==> src/rtl/clint_bus_if.sv <==
// rtl/clint_bus_if.sv - data-bus bundle between the load/store unit and the CLINT
//
// Purpose: groups the word-oriented data bus seen by the core-local interruptor.
// Signals:
//   bus_select        chip-select from the interconnect
//   bus_address       byte address (bits [15:2] decoded by the responder)
//   bus_write_data    lane-replicated store data
//   bus_byte_enable   per-lane write mask, bit i covers [8i+7:8i]
//   bus_write_enable  write strobe
//   bus_read_enable   read strobe
//   bus_read_data     combinational read word from the responder
// Modports: master (load/store unit side), slave (CLINT side).

interface clint_bus_if;
   logic        bus_select;
   logic [31:0] bus_address;
   logic [31:0] bus_write_data;
   logic [3:0]  bus_byte_enable;
   logic        bus_write_enable;
   logic        bus_read_enable;
   logic [31:0] bus_read_data;

   modport master (
      output bus_select, bus_address, bus_write_data, bus_byte_enable,
             bus_write_enable, bus_read_enable,
      input  bus_read_data
   );

   modport slave (
      input  bus_select, bus_address, bus_write_data, bus_byte_enable,
             bus_write_enable, bus_read_enable,
      output bus_read_data
   );
endinterface

==> src/rtl/clint_responder.sv <==
// rtl/clint_responder.sv - core-local interruptor: mtime, mtimecmp, msip and IRQ lines
//
// Purpose: memory-mapped responder holding the shared 64-bit mtime counter, a
// per-hart 64-bit mtimecmp and a per-hart msip bit.
// Ports:
//   clk                 core clock
//   rst_n               asynchronous active-low reset
//   bus                 clint_bus_if.slave data bus (zero-wait, combinational read)
//   timer_interrupt     per-hart MTIP, registered (mtime >= mtimecmp[h])
//   software_interrupt  per-hart MSIP, straight from msip[h]
// Word map (offset[15:2]): msip[h] = h, mtimecmp[h] lo/hi = 0x1000+2h / +1,
// mtime lo/hi = 0x2FFE / 0x2FFF.

module clint_responder #(
   parameter int NUM_HARTS = 2,
   parameter int TICK_DIV  = 1
) (
   input  logic                 clk,
   input  logic                 rst_n,
   clint_bus_if.slave           bus,
   output logic [NUM_HARTS-1:0] timer_interrupt,
   output logic [NUM_HARTS-1:0] software_interrupt
);

   localparam int              TW         = (TICK_DIV > 1) ? $clog2(TICK_DIV) : 1;
   localparam logic [TW-1:0]   TICK_LAST  = TW'(TICK_DIV - 1);
   localparam logic [13:0]     MTIME_LO_W = 14'h2FFE;
   localparam logic [13:0]     MTIME_HI_W = 14'h2FFF;
   localparam logic [13:0]     CMP_BASE_W = 14'h1000;

   logic [TW-1:0]        tick_cnt;
   logic                 tick;
   logic [63:0]          mtime;
   logic [63:0]          mtime_next;
   logic [63:0]          mtimecmp [NUM_HARTS];
   logic [NUM_HARTS-1:0] msip;

   logic [13:0]          word_idx;
   logic                 wr_en;
   logic                 rd_en;
   logic                 wr_mtime_lo;
   logic                 wr_mtime_hi;
   logic [NUM_HARTS-1:0] wr_msip;
   logic [NUM_HARTS-1:0] wr_cmp_lo;
   logic [NUM_HARTS-1:0] wr_cmp_hi;
   logic [31:0]          read_word;
   logic                 unused_addr_bits;

   // Byte-lane merge: lanes with a clear enable keep the old contents.
   function automatic logic [31:0] merge_lanes(input logic [31:0] old_word,
                                               input logic [31:0] new_word,
                                               input logic [3:0]  lanes);
      logic [31:0] r;
      r = old_word;
      for (int i = 0; i < 4; i++) begin
         if (lanes[i]) r[8*i +: 8] = new_word[8*i +: 8];
      end
      return r;
   endfunction

   assign word_idx         = bus.bus_address[15:2];
   assign unused_addr_bits = ^{bus.bus_address[31:16], bus.bus_address[1:0]};

   // An all-zero byte-enable is treated as no write at all, so it never
   // suppresses the mtime increment.
   assign wr_en       = bus.bus_select & bus.bus_write_enable & (|bus.bus_byte_enable);
   assign rd_en       = bus.bus_select & bus.bus_read_enable;
   assign wr_mtime_lo = wr_en & (word_idx == MTIME_LO_W);
   assign wr_mtime_hi = wr_en & (word_idx == MTIME_HI_W);

   always_comb begin
      wr_msip   = '0;
      wr_cmp_lo = '0;
      wr_cmp_hi = '0;
      for (int h = 0; h < NUM_HARTS; h++) begin
         wr_msip[h]   = wr_en & (word_idx == 14'(h));
         wr_cmp_lo[h] = wr_en & (word_idx == (CMP_BASE_W + 14'(2 * h)));
         wr_cmp_hi[h] = wr_en & (word_idx == (CMP_BASE_W + 14'(2 * h + 1)));
      end
   end

   // Prescaler
   assign tick = (tick_cnt == TICK_LAST);

   always_ff @(posedge clk or negedge rst_n) begin
      if (!rst_n) begin
         tick_cnt <= '0;
      end else begin
         tick_cnt <= tick ? '0 : tick_cnt + 1'b1;
      end
   end

   // A bus write to either mtime word wins over the tick in that cycle.
   always_comb begin
      mtime_next = mtime;
      if (wr_mtime_lo || wr_mtime_hi) begin
         if (wr_mtime_lo)
            mtime_next[31:0]  = merge_lanes(mtime[31:0], bus.bus_write_data, bus.bus_byte_enable);
         if (wr_mtime_hi)
            mtime_next[63:32] = merge_lanes(mtime[63:32], bus.bus_write_data, bus.bus_byte_enable);
      end else if (tick) begin
         mtime_next = mtime + 64'd1;
      end
   end

   always_ff @(posedge clk or negedge rst_n) begin
      if (!rst_n) begin
         mtime <= '0;
      end else begin
         mtime <= mtime_next;
      end
   end

   // Per-hart registers; the compare uses current register values, so a
   // register write reaches timer_interrupt one edge after it lands.
   always_ff @(posedge clk or negedge rst_n) begin
      if (!rst_n) begin
         for (int h = 0; h < NUM_HARTS; h++) mtimecmp[h] <= '1;
         msip            <= '0;
         timer_interrupt <= '0;
      end else begin
         for (int h = 0; h < NUM_HARTS; h++) begin
            if (wr_cmp_lo[h])
               mtimecmp[h][31:0]  <= merge_lanes(mtimecmp[h][31:0], bus.bus_write_data,
                                                 bus.bus_byte_enable);
            if (wr_cmp_hi[h])
               mtimecmp[h][63:32] <= merge_lanes(mtimecmp[h][63:32], bus.bus_write_data,
                                                 bus.bus_byte_enable);
            if (wr_msip[h] && bus.bus_byte_enable[0])
               msip[h] <= bus.bus_write_data[0];
            timer_interrupt[h] <= (mtime >= mtimecmp[h]);
         end
      end
   end

   assign software_interrupt = msip;

   // Read mux: pre-write register values, full words, zero when not strobed.
   always_comb begin
      read_word = '0;
      if (rd_en) begin
         if (word_idx == MTIME_LO_W) read_word = mtime[31:0];
         if (word_idx == MTIME_HI_W) read_word = mtime[63:32];
         for (int h = 0; h < NUM_HARTS; h++) begin
            if (word_idx == 14'(h))                        read_word = {31'b0, msip[h]};
            if (word_idx == (CMP_BASE_W + 14'(2 * h)))     read_word = mtimecmp[h][31:0];
            if (word_idx == (CMP_BASE_W + 14'(2 * h + 1))) read_word = mtimecmp[h][63:32];
         end
      end
   end

   assign bus.bus_read_data = read_word;

endmodule

==> src/flat_wrapper.sv <==
// flat-port wrapper written by rule: the top's interface ports become plain ports
module clint_responder_flat 
#(
   parameter int NUM_HARTS = 2,
   parameter int TICK_DIV  = 1
)
  (clk, rst_n, timer_interrupt, software_interrupt, bus_bus_select, bus_bus_address, bus_bus_write_data, bus_bus_byte_enable, bus_bus_write_enable, bus_bus_read_enable, bus_bus_read_data);
  clint_bus_if bus_i ();
  input  logic clk;
  input  logic rst_n;
  output logic [NUM_HARTS-1:0] timer_interrupt;
  output logic [NUM_HARTS-1:0] software_interrupt;
  input wire logic [$bits(bus_i.bus_select)-1:0] bus_bus_select;
  input wire logic [$bits(bus_i.bus_address)-1:0] bus_bus_address;
  input wire logic [$bits(bus_i.bus_write_data)-1:0] bus_bus_write_data;
  input wire logic [$bits(bus_i.bus_byte_enable)-1:0] bus_bus_byte_enable;
  input wire logic [$bits(bus_i.bus_write_enable)-1:0] bus_bus_write_enable;
  input wire logic [$bits(bus_i.bus_read_enable)-1:0] bus_bus_read_enable;
  output wire logic [$bits(bus_i.bus_read_data)-1:0] bus_bus_read_data;
  assign bus_i.bus_select = bus_bus_select;
  assign bus_i.bus_address = bus_bus_address;
  assign bus_i.bus_write_data = bus_bus_write_data;
  assign bus_i.bus_byte_enable = bus_bus_byte_enable;
  assign bus_i.bus_write_enable = bus_bus_write_enable;
  assign bus_i.bus_read_enable = bus_bus_read_enable;
  assign bus_bus_read_data = bus_i.bus_read_data;
  clint_responder #(.NUM_HARTS(NUM_HARTS), .TICK_DIV(TICK_DIV)) u_core (.clk(clk), .rst_n(rst_n), .bus(bus_i), .timer_interrupt(timer_interrupt), .software_interrupt(software_interrupt));
endmodule
==> config.mk <==
export PLATFORM = sky130hd
export DESIGN_NAME = clint_responder_flat
export DESIGN_NICKNAME = d
export VERILOG_FILES = /design/src/rtl/clint_bus_if.sv /design/src/rtl/clint_responder.sv /design/src/flat_wrapper.sv
export SDC_FILE = /design/constraint.sdc
export NUM_CORES = 1
export LEC_CHECK = 0
export BUFFER_PORTS_ARGS = -buffer_cell sky130_fd_sc_hd__buf_4
export CAP_MARGIN = 5
export CORE_UTILIZATION = 45
export DETAILED_ROUTE_END_ITERATION = 8
export HOLD_SLACK_MARGIN = 0.05
export MAX_ROUTING_LAYER = met4
export PLACE_DENSITY = 0.63
export RECOVER_POWER = 50
export SLEW_MARGIN = 20
export SYNTH_ARGS = -nofsm -noshare
export SYNTH_HDL_FRONTEND = slang
export SYNTH_SLANG_ARGS = --single-unit
==> constraint.sdc <==
create_clock -name clk -period 3.2 [get_ports clk]
set_clock_uncertainty 0.15 [all_clocks]
set_input_delay 0.64 -clock clk [delete_from_list [all_inputs] [get_ports clk]]
set_output_delay 0.64 -clock clk [all_outputs]
set_load 0.05 [all_outputs]
==> Word level (Yosys, flattened, before mapping) <==
Cells that the tools add are included.
{ "totals": {"inputBits": 73, "wordCells": 104, "out_inout_bits": 36, "register_bits": 197} }
{ "classes": {"n_reduce_logical": 29, "muxes": 18, "n_lt_le_gt_ge": 2, "eq_ne": 14, "n_addsub": 2, "bitwise_logic": 11} }
{ "ops": {"columns": ["operator", "n"], "rows": [
  ["2-to-1 mux 32 bit", 11],
  ["greater-or-equal comparator 64 bit", 2],
  ["2-to-1 mux 64 bit", 2],
  ["adder 64 x 1 -> 64 bit, second input constant", 1],
  ["equality test 14 x 13 -> 1 bit, second input constant", 4],
  ["2-to-1 mux 8 bit", 4],
  ["AND reduction 2 bit", 16],
  ["equality test 14 bit, second input constant", 2],
  ["AND reduction 3 bit", 8],
  ["equality test 14 x 1 -> 1 bit, second input constant", 1],
  ["zero test 14 bit", 1],
  ["AND 1 bit", 11],
  ["!= test 2 bit, second input constant", 5],
  ["!= test 2 x 1 -> 1 bit, second input constant", 2],
  ["OR reduction 4 bit", 1],
  ["logical AND 1 bit", 2],
  ["adder 1 bit, second input constant", 1],
  ["logical OR 1 bit", 1],
  ["2-to-1 mux 1 bit", 1]
]} }

==> Longest topological paths before layout <==
Gate-level depths: netlist (run 1).
{ "logic_depth": {"word_depth": 10, "ltp_mapped": 10, "mapped_depth_nobuf": 9} }

==> Least setup slack after synthesis (run 1) <==
Ideal clock, no wire load.
{ "synth_timing": {"path_kind": "input to output", "from": "input bus_bus_address[8]", "to": "output bus_bus_read_data[0]", "required_ps": 2410, "path_buffers": 3, "cell_stages": 10, "setup_slack_ps": -761, "t_arrival_ps": 3171, "cell_sequence": "nor4_1 -> nand2_1 -> nor4_2 -> and3_1 -> buf_2 -> and2_1 -> buf_2 -> buf_2 -> nand2_1 -> a221oi_1"} }
{ "synth_via": {"elab_chain_len": 10, "word_cells_on_any_way": 17, "cone_classes": "eq/ne: 7; mux: 9; reduce/logical: 1"} }
{ "synth_rtl": {"columns": ["item", "line", "text"], "rows": [
  ["start: declaration", "flat_wrapper.sv:14", "input wire logic [$bits(bus_i.bus_address)-1:0] bus_bus_address;"],
  ["equality test 14 bit", "clint_responder.sv:142", "if (word_idx == MTIME_LO_W) read_word = mtime[31:0];"],
  ["2-to-1 mux 32 bit", "clint_responder.sv:142", null],
  ["2-to-1 mux 32 bit", "clint_responder.sv:143", "if (word_idx == MTIME_HI_W) read_word = mtime[63:32];"],
  ["2-to-1 mux 32 bit", "clint_responder.sv:145", "if (word_idx == 14'(h)) read_word = {31'b0, msip[h]};"],
  ["2-to-1 mux 32 bit", "clint_responder.sv:146", "if (word_idx == (CMP_BASE_W + 14'(2 * h))) read_word = mtimecmp[h][31:0];"],
  ["2-to-1 mux 32 bit", "clint_responder.sv:147", "if (word_idx == (CMP_BASE_W + 14'(2 * h + 1))) read_word = mtimecmp[h][63:32];"],
  ["2-to-1 mux 32 bit", "clint_responder.sv:145", null],
  ["2-to-1 mux 32 bit", "clint_responder.sv:146", null],
  ["2-to-1 mux 32 bit (*)", "clint_responder.sv:147", null],
  ["2-to-1 mux 32 bit (*)", "clint_responder.sv:141", "if (rd_en) begin"],
  ["end: declaration", "flat_wrapper.sv:19", "output wire logic [$bits(bus_i.bus_read_data)-1:0] bus_bus_read_data;"]
]} }
Every way passes the cells marked *; elsewhere a longest branch is shown, timed or not.

==> Worst setup path after layout (run 1) <==
{ "layout_timing": {"from": "input bus_bus_address[8]", "to": "output bus_bus_read_data[22]"} }
The elaborated chain is that of the path after synthesis.

==> flow_summary.toml, run 1 <==
[setup_path]
path_cells = "buf_6 -> nor4_4 -> nand2_1 -> or4_4 -> nor2_4 -> buf_12 -> a22oi_1 -> or2_4 -> a31oi_4 -> buf_6"
cpMostUsedCell = "buf_6"
critPathBufInv = 3
critical-path-max-stage-delay_ns = 0.45
cpLargestDelayFamily = "simple AND/OR/NAND/NOR gates"
path_class = "in2out"
ff2ff_setup_slack_ns = 0.15
cp.arrival_ns = 2.67
crit_required_ns = 2.41
cp_slowest_cell = "or4_4"
cp_max_fo = 16
worstSetupEndpointType = "output pin"
cp-start-kind = "primary input"

[clocking]
cts_made_buffers = 17
cts.sinks = 196
cts_tree = "done"
cts_max_path_buffers = 2
htree_num_levels = 4
clk-insertion-delay-late_ns = 0.47
clk_pin_slew_ns = 0.07
cts_root_buf = "clkbuf_16"

[power]
p_leak_nw = 7.294
ir_worst_vdd_mv = 0.3847
power_per_cell_area_nw_per_um2 = 320.6

[place]
dpl_cell_area_um2 = 16160
gp_congestion = 0.9792
port_buffers = 90
place_hpwl_um = 37330
dp_cells = 2072

[flow_run]
drv_cap = 1

[yosys]
synth_edf_count = 0
syn_area_um2 = 14000
syn_area_per_cell_um2 = 9.004
seq_area_frac_synth_pct = 36.18
ys_ff_latch = 196
synthesis.nets = 1757
netlist_instances = 1555
synth_warnings = 0
synth_cell_types = 68
async_reset_ff_share_pct = 100.0
yosys_most_used_dff = "dfstp_2"

[floorplanning]
fp.coreArea_um2 = 30590
io_pins = 109
start_util_pct = 45.77
die_h_um = 178.4
die_area_um2 = 31820
fp-row-count = 64
die_w_um = 178.4

[global_route]
antenna_found_initial = 0
gr-total-overflow = 0
track_usage_pct = 33.45
grt_pass1_vias = 12960
grt_pass1_wl_um = 76540
grt_max_degree = 76

[run_status]
outcome = "finished with violations"
violations = "capacitance limit, slew limit, setup timing"

[cells_and_area]
drive_above_1_share_pct = 31.77
area_growth_pct = 22.85
fin_area_um2 = 17200
fin_util_pct = 56.23
final-instance-count-excl-fill = 2119
nets = 1911

[detailed_routing]
drt-pass1-iter-count = 6
dr_total_vias = 13200
ant_nets = 0
topRoutingLayerUsed = "met4"
drt_iter0_drc = 1320
wl_met1_um = 22480
post_drt_wl_per_cell_um = 23.92
drcViolationCount = 0
wl_met2_um = 22900
wirelength_um = 50690
wl_met3_um = 3900
viasPerCell = 6.228

[sta]
fin_crit_sh_pct = 108.2
finalHoldViolCount = 0
whs_ns = 0.2860
max_freq_mhz = 288.9
fin_crit_ns = 3.461
final-setup-viol-count = 32
fin_ws_ns = -0.2610
rsz0062_at_grt = "true"
slew_headroom_pct = -1.699
finalMaxSlewViolations = 58
worst_pin_slew_ns = 1.525

[worst_hold_path]
hp-class = "in2reg"
registers in the layout, summed over array words and instances, names as in the netlist:
name                       cells
u_core.mtimecmp              128
u_core.mtime                  64
u_core.software_interrupt      2
u_core.timer_interrupt         2
tightest hold or removal path, delay by kind of cell:
family / cells / cell delay [ns]
AO/OA/AOI/OAI: 1 / 0.05
buffers and inverters: 1 / 0.14
AND/OR/NAND/NOR: 1 / 0.07
cell families after synthesis:
kind of cell / count (synthesis) / synth area share [%]
flip-flops: 196 / 36.18
adder cells (fa/ha/maj): 129 / 11.53
multiplexers: 111 / 8.874
AO/OA/AOI/OAI: 402 / 18.53
AND/OR/NAND/NOR: 523 / 19.08
buffers and inverters: 194 / 5.818
layer usage:
layer / track usage [%] / up-vias
met5: - / -
met4: 11.44 / 0
met3: 6.138 / 100
met2: 50.10 / 601
met1: 45.27 / 6462
li1: - / 6035
power breakdown:
part	switching, mW	internal [mW]
registers	0.109	2.53
clock network	1.01	1.26
logic	0.368	0.239
total	1.49	4.02
path summary, 6_finish.rpt:
path / cells after the start / to / start
worst max-delay path: 10 / bus_bus_read_data[22] / bus_bus_address[8]
worst min-delay path: 3 / u_core.mtimecmp[110] / bus_bus_write_data[14]
worst max register to register: 8 / u_core.timer_interrupt[0] / u_core.mtimecmp[91]
worst min register to register: 2 / u_core.mtimecmp[110] / u_core.mtimecmp[110]
max in group asynchronous: 3 / u_core.mtime[0] / rst_n
min in group asynchronous: 2 / u_core.timer_interrupt[0] / rst_n
layout by cell type (no fill, tap or decap), drive strengths merged, types with 15 or more instances in the layout:
cell    synthesis  layout
nor3           29      29
buf            29     186
o211ai         19      19
inv           135     137
and3           21      21
clkbuf         30      31
a222oi         18      18
dfrtp          68      68
nor2           83      83
nor4           22      22
or2            19      19
nand4          39      39
mux2          105     105
nand3          67      67
a22o           15      15
a22oi          36      36
nand2         190     190
ha            129     129
a31oi          27      27
a21oi          79      79
a21o           17      17
o21ai         127     127
dfstp         128     128
through the flow:
| stage | TNS (ns) | power (mW) | worst slack [ns] |
|---|---|---|---|
| 2_1_floorplan | -2.707 | 2.918 | -0.1446 |
| 3_3_place_gp | -10.11 | 3.253 | -0.3705 |
| 3_5_place_dp | -10.66 | 3.268 | -0.4029 |
| 4_1_cts | -6.758 | 5.539 | -0.2498 |
| 5_1_grt | -15.00 | 5.693 | -0.3667 |
| 6_report | -6.892 | 5.514 | -0.2610 |
synthesized netlist by cell type (all sizes together), types with 29 or more instances:
cell | n | area share, %
nor3 | 29 | 1.2
o21ai | 127 | 4.6
inv | 135 | 3.6
ha | 129 | 12
a21oi | 79 | 2.8
clkbuf | 30 | 0.80
nand3 | 67 | 2.4
nand4 | 39 | 1.8
buf | 29 | 1.4
nand2 | 190 | 5.3
dfstp | 128 | 24
a22oi | 36 | 1.9
mux2 | 105 | 8.4
nor2 | 83 | 2.6
dfrtp | 68 | 12
cell type report:
class	instances	area (um2)
inverters	135	506.7
flip-flops and latches	196	5065
clock inverters	8	97.59
multi-input cells	1165	8710
clock buffers	24	501.7
diodes	1	2.502
fillers	2768	13390
repair buffers	194	1822
well taps	396	495.5
repair_timing:
item                                   CTS  global route
setup endpoints to repair               32            33
pin swaps                               15             9
endpoints found under the hold margin   26             0
gates cloned                             0             2
resized for setup                       81             7
buffers inserted                        10             5
hold buffers                             1             0
Power figures use the tool's default switching activity.
==> run 2: changes to the inputs <==
--- a/config.mk
+++ b/config.mk
@@ -5,13 +5,14 @@
 export SDC_FILE = /design/constraint.sdc
 export NUM_CORES = 1
 export LEC_CHECK = 0
+export ABC_AREA = 1
 export BUFFER_PORTS_ARGS = -buffer_cell sky130_fd_sc_hd__buf_4
 export CAP_MARGIN = 5
 export CORE_UTILIZATION = 45
 export DETAILED_ROUTE_END_ITERATION = 8
 export HOLD_SLACK_MARGIN = 0.05
 export MAX_ROUTING_LAYER = met4
-export PLACE_DENSITY = 0.63
+export PLACE_DENSITY = 0.62
 export RECOVER_POWER = 50
 export SLEW_MARGIN = 20
 export SYNTH_ARGS = -nofsm -noshare
==> run 2 against run 1 <==
Via count increased by 9.1%. Die area increased by 6.1%. Worst hold slack got worse by 0.021 ns. Maximum frequency increased by 10%. Global-route usage decreased by 1.5 points. The run ends with capacitance limit, slew limit left. Largest cell class unchanged. Core utilization decreased by 5.1 points.
==> flow_summary.toml, run 2 <==
[floorplanning]
die_h_um = 183.8
io_pins = 109
die_area_um2 = 33770
fp.coreArea_um2 = 32540
fp-row-count = 66
die_w_um = 183.8
start_util_pct = 45.70

[clocking]
cts_max_path_buffers = 2
cts_root_buf = "clkbuf_16"
cts_tree = "done"
clk_pin_slew_ns = 0.07
clk-insertion-delay-late_ns = 0.45
cts.sinks = 196
htree_num_levels = 4
cts_made_buffers = 17

[yosys]
synth_top_area_share_pct = 22.62
synth_edf_count = 0
netlist_instances = 2102
synth_mux_area_share_pct = 0
yosysTopAreaCell = "dfstp_2"
synth_cell_types = 43
yosysMostFrequentCell = "nand2_1"
syn_area_per_cell_um2 = 7.074
synth_top_family_by_area = "simple AND/OR/NAND/NOR gates"
syn_area_um2 = 14870
synth_xor_area_share_pct = 2.768
yosys.area_share.simple_pct = 28.53
synthAdderAreaFrac_pct = 10.85
seq_area_frac_synth_pct = 34.06
ys_ff_latch = 196
yosys_most_used_dff = "dfstp_2"
synthesis.nets = 2304
synth_commonest_cells = "nand2_1 (623), inv_1 (262), o21ai_0 (179), a21oi_1 (159), nor2_1 (143)"
synth_compound_area_share_pct = 14.84
async_reset_ff_share_pct = 100.0
synth_area_leaders = "dfstp_2 (23%), nand2_1 (16%), dfrtp_1 (11%), ha_1 (11%), inv_1 (6.6%)"
synth_warnings = 0

[flow_run]
drv_cap = 1

[run_status]
outcome = "finished with violations"
violations = "capacitance limit, slew limit"

[sta]
finalMaxSlewViolations = 25
final-setup-viol-count = 0
worst_pin_slew_ns = 1.753
tns_ns = 0
finalHoldViolCount = 0
max_freq_mhz = 318.8
rsz0062_at_grt = "false"
fin_crit_sh_pct = 98.04
fin_crit_ns = 3.137
slew_headroom_pct = -16.90

[setup_path]
cp.arrival_ns = 3.36
crit_required_ns = 3.42
worstSetupEndpointType = "flip-flop"
cp_max_fo = 16
cp-start-kind = "primary input"
path_class = "in2reg"

[detailed_routing]
post_drt_wl_per_cell_um = 19.26
drt_iter0_drc = 1388
drcViolationCount = 0
ant_nets = 0
wirelength_um = 50870
viasPerCell = 5.452
drt-pass1-iter-count = 5
dr_total_vias = 14400

[place]
dp_cells = 2608
gp_congestion = 1.043
port_buffers = 90
place_hpwl_um = 39070
dpl_cell_area_um2 = 16130

[cells_and_area]
layout_common_cells = "nand2_1 (624), inv_1 (263), o21ai_0 (180), a21oi_1 (159), nor2_1 (144)"
final-instance-count-excl-fill = 2641
drive_above_1_share_pct = 14.64
area_growth_pct = 11.78
fillCellCount = 3345
final_common_cell = "nand2_1"
top_regs = "u_core.mtimecmp x128, u_core.mtime x64"
fin_area_um2 = 16620
top_register = "u_core.mtimecmp"
nets = 2388
antenna_cells = 0
largest_register_ffs = 128

[power]
power_per_cell_area_nw_per_um2 = 321.8
p_int_mw = 3.821
p_clk_share_pct = 38.7
p_seq_share_pct = 48.9
p_comb_share_pct = 12.5
p_sw_share_pct = 28.56
ir_worst_vdd_mv = 0.3833
power_switching_mw = 1.527
p_leak_nw = 6.987

[global_route]
track_usage_pct = 31.90
busiest_layer = "met1"
gr-total-overflow = 0
antenna_found_initial = 0
grt_pass1_vias = 13380
grt_max_degree = 75
globalRouteMet1Util_pct = 47.07
grt_pass1_wl_um = 78510
grt.met3_usage_pct = 2.773
met2_usage_pct = 47.06

[worst_hold_path]
hp-class = "in2reg"
-- run 2: cell count changes in the layout (fill, tap and decap cells not counted), sizes merged, moves of 27 or more --
| cell | previous run | this run |
|---|---|---|
| a21oi | 79 | 159 |
| a22oi | 36 | 0 |
| a31oi | 27 | 0 |
| buf | 186 | 113 |
| inv | 137 | 274 |
| mux2 | 105 | 0 |
| nand2 | 190 | 638 |
| nand3 | 67 | 130 |
| nor2 | 83 | 151 |
| o21ai | 127 | 205 |
| xor2 | 0 | 34 |
-- run 2: worst paths after layout --
path | startpoint | to | slack (ns) | depth (start not counted)
max | bus_bus_byte_enable[3] | u_core.mtimecmp[97] | 0.06 | 10
min | bus_bus_write_data[2] | u_core.mtime[34] | 0.26 | 3
min reg2reg | u_core.mtimecmp[63] | u_core.mtimecmp[63] | 0.33 | 2
max reg2reg | u_core.mtime[12] | u_core.mtime[47] | 0.49 | 8
max in group asynchronous | rst_n | u_core.mtimecmp[35] | 0.37 | 3
min in group asynchronous | rst_n | u_core.mtime[55] | 1.04 | 2
-- run 2: power groups by stage --
stage          logic, mW  registers [mW]  clock network (mW)
2_1_floorplan      0.366            2.67                   0
3_3_place_gp       0.660            2.65                   0
3_5_place_dp       0.675            2.65                   0
4_1_cts            0.681            2.61                2.11
5_1_grt            0.749            2.62                2.20
6_report           0.666            2.61                2.07
-- run 2: cell type report --
cell class / count / area [um2] / area share [%]
well taps: 442 / 553.0 / 3.327
repair buffers: 118 / 972.2 / 5.849
inverters: 276 / 1047 / 6.301
multi-input cells: 1577 / 8451 / 50.84
clock buffers: 25 / 485.5 / 2.921
clock inverters: 7 / 47.55 / 0.2861
flip-flops and latches: 196 / 5065 / 30.47
-- run 2: logic make-up after synthesis --
| logic type | after synthesis |
|---|---|
| AO/OA/AOI/OAI | 410 |
| XOR/XNOR | 47 |
| adder cells (fa/ha/maj) | 129 |
| buffers and inverters | 329 |
| flip-flops | 196 |
| AND/OR/NAND/NOR | 991 |
-- run 2: timing repair --
action,4_1_cts,5_1_grt
endpoints found under the setup margin,0,8
hold buffers,1,0
resized for setup,0,1
endpoints found under the hold margin,15,0
buffers inserted,0,0
-- run 2: through the flow --
| step | setup WS, ns | total power [mW] | utilization, % | hold WS, ns |
|---|---|---|---|---|
| after floorplan | 0.003107 | 3.031 | - | 0.1944 |
| after global placement | 0.1712 | 3.309 | 49.59 | 0.3132 |
| after detailed placement | 0.1184 | 3.326 | 49.59 | 0.3182 |
| after CTS | 0.1159 | 5.402 | 51.26 | 0.2475 |
| after global routing | 0.007769 | 5.572 | 51.08 | 0.2682 |
| final | 0.06288 | 5.348 | 51.08 | 0.2646 |
-- run 2: routing by layer --
metal  vias to the layer above  routed length [um]  share of wire (%)
met1                      6853               24980                 49
met5                         -                   0                  0
met3                        43                2858                5.6
li1                       7044                   -                  -
met2                       460               22210                 44
met4                         0                 818                1.6
-- run 2: worst max-delay path, stage by stage --
cell and delay [ns]:
buf_4 0.18, nor2_1 0.24, nand2_2 0.11, nand3_4 0.14, clkinvlp_2 0.91, nand2_1 0.40, inv_1 0.21, nand2_2 0.31
nand2_1 0.09, o21ai_1 0.10
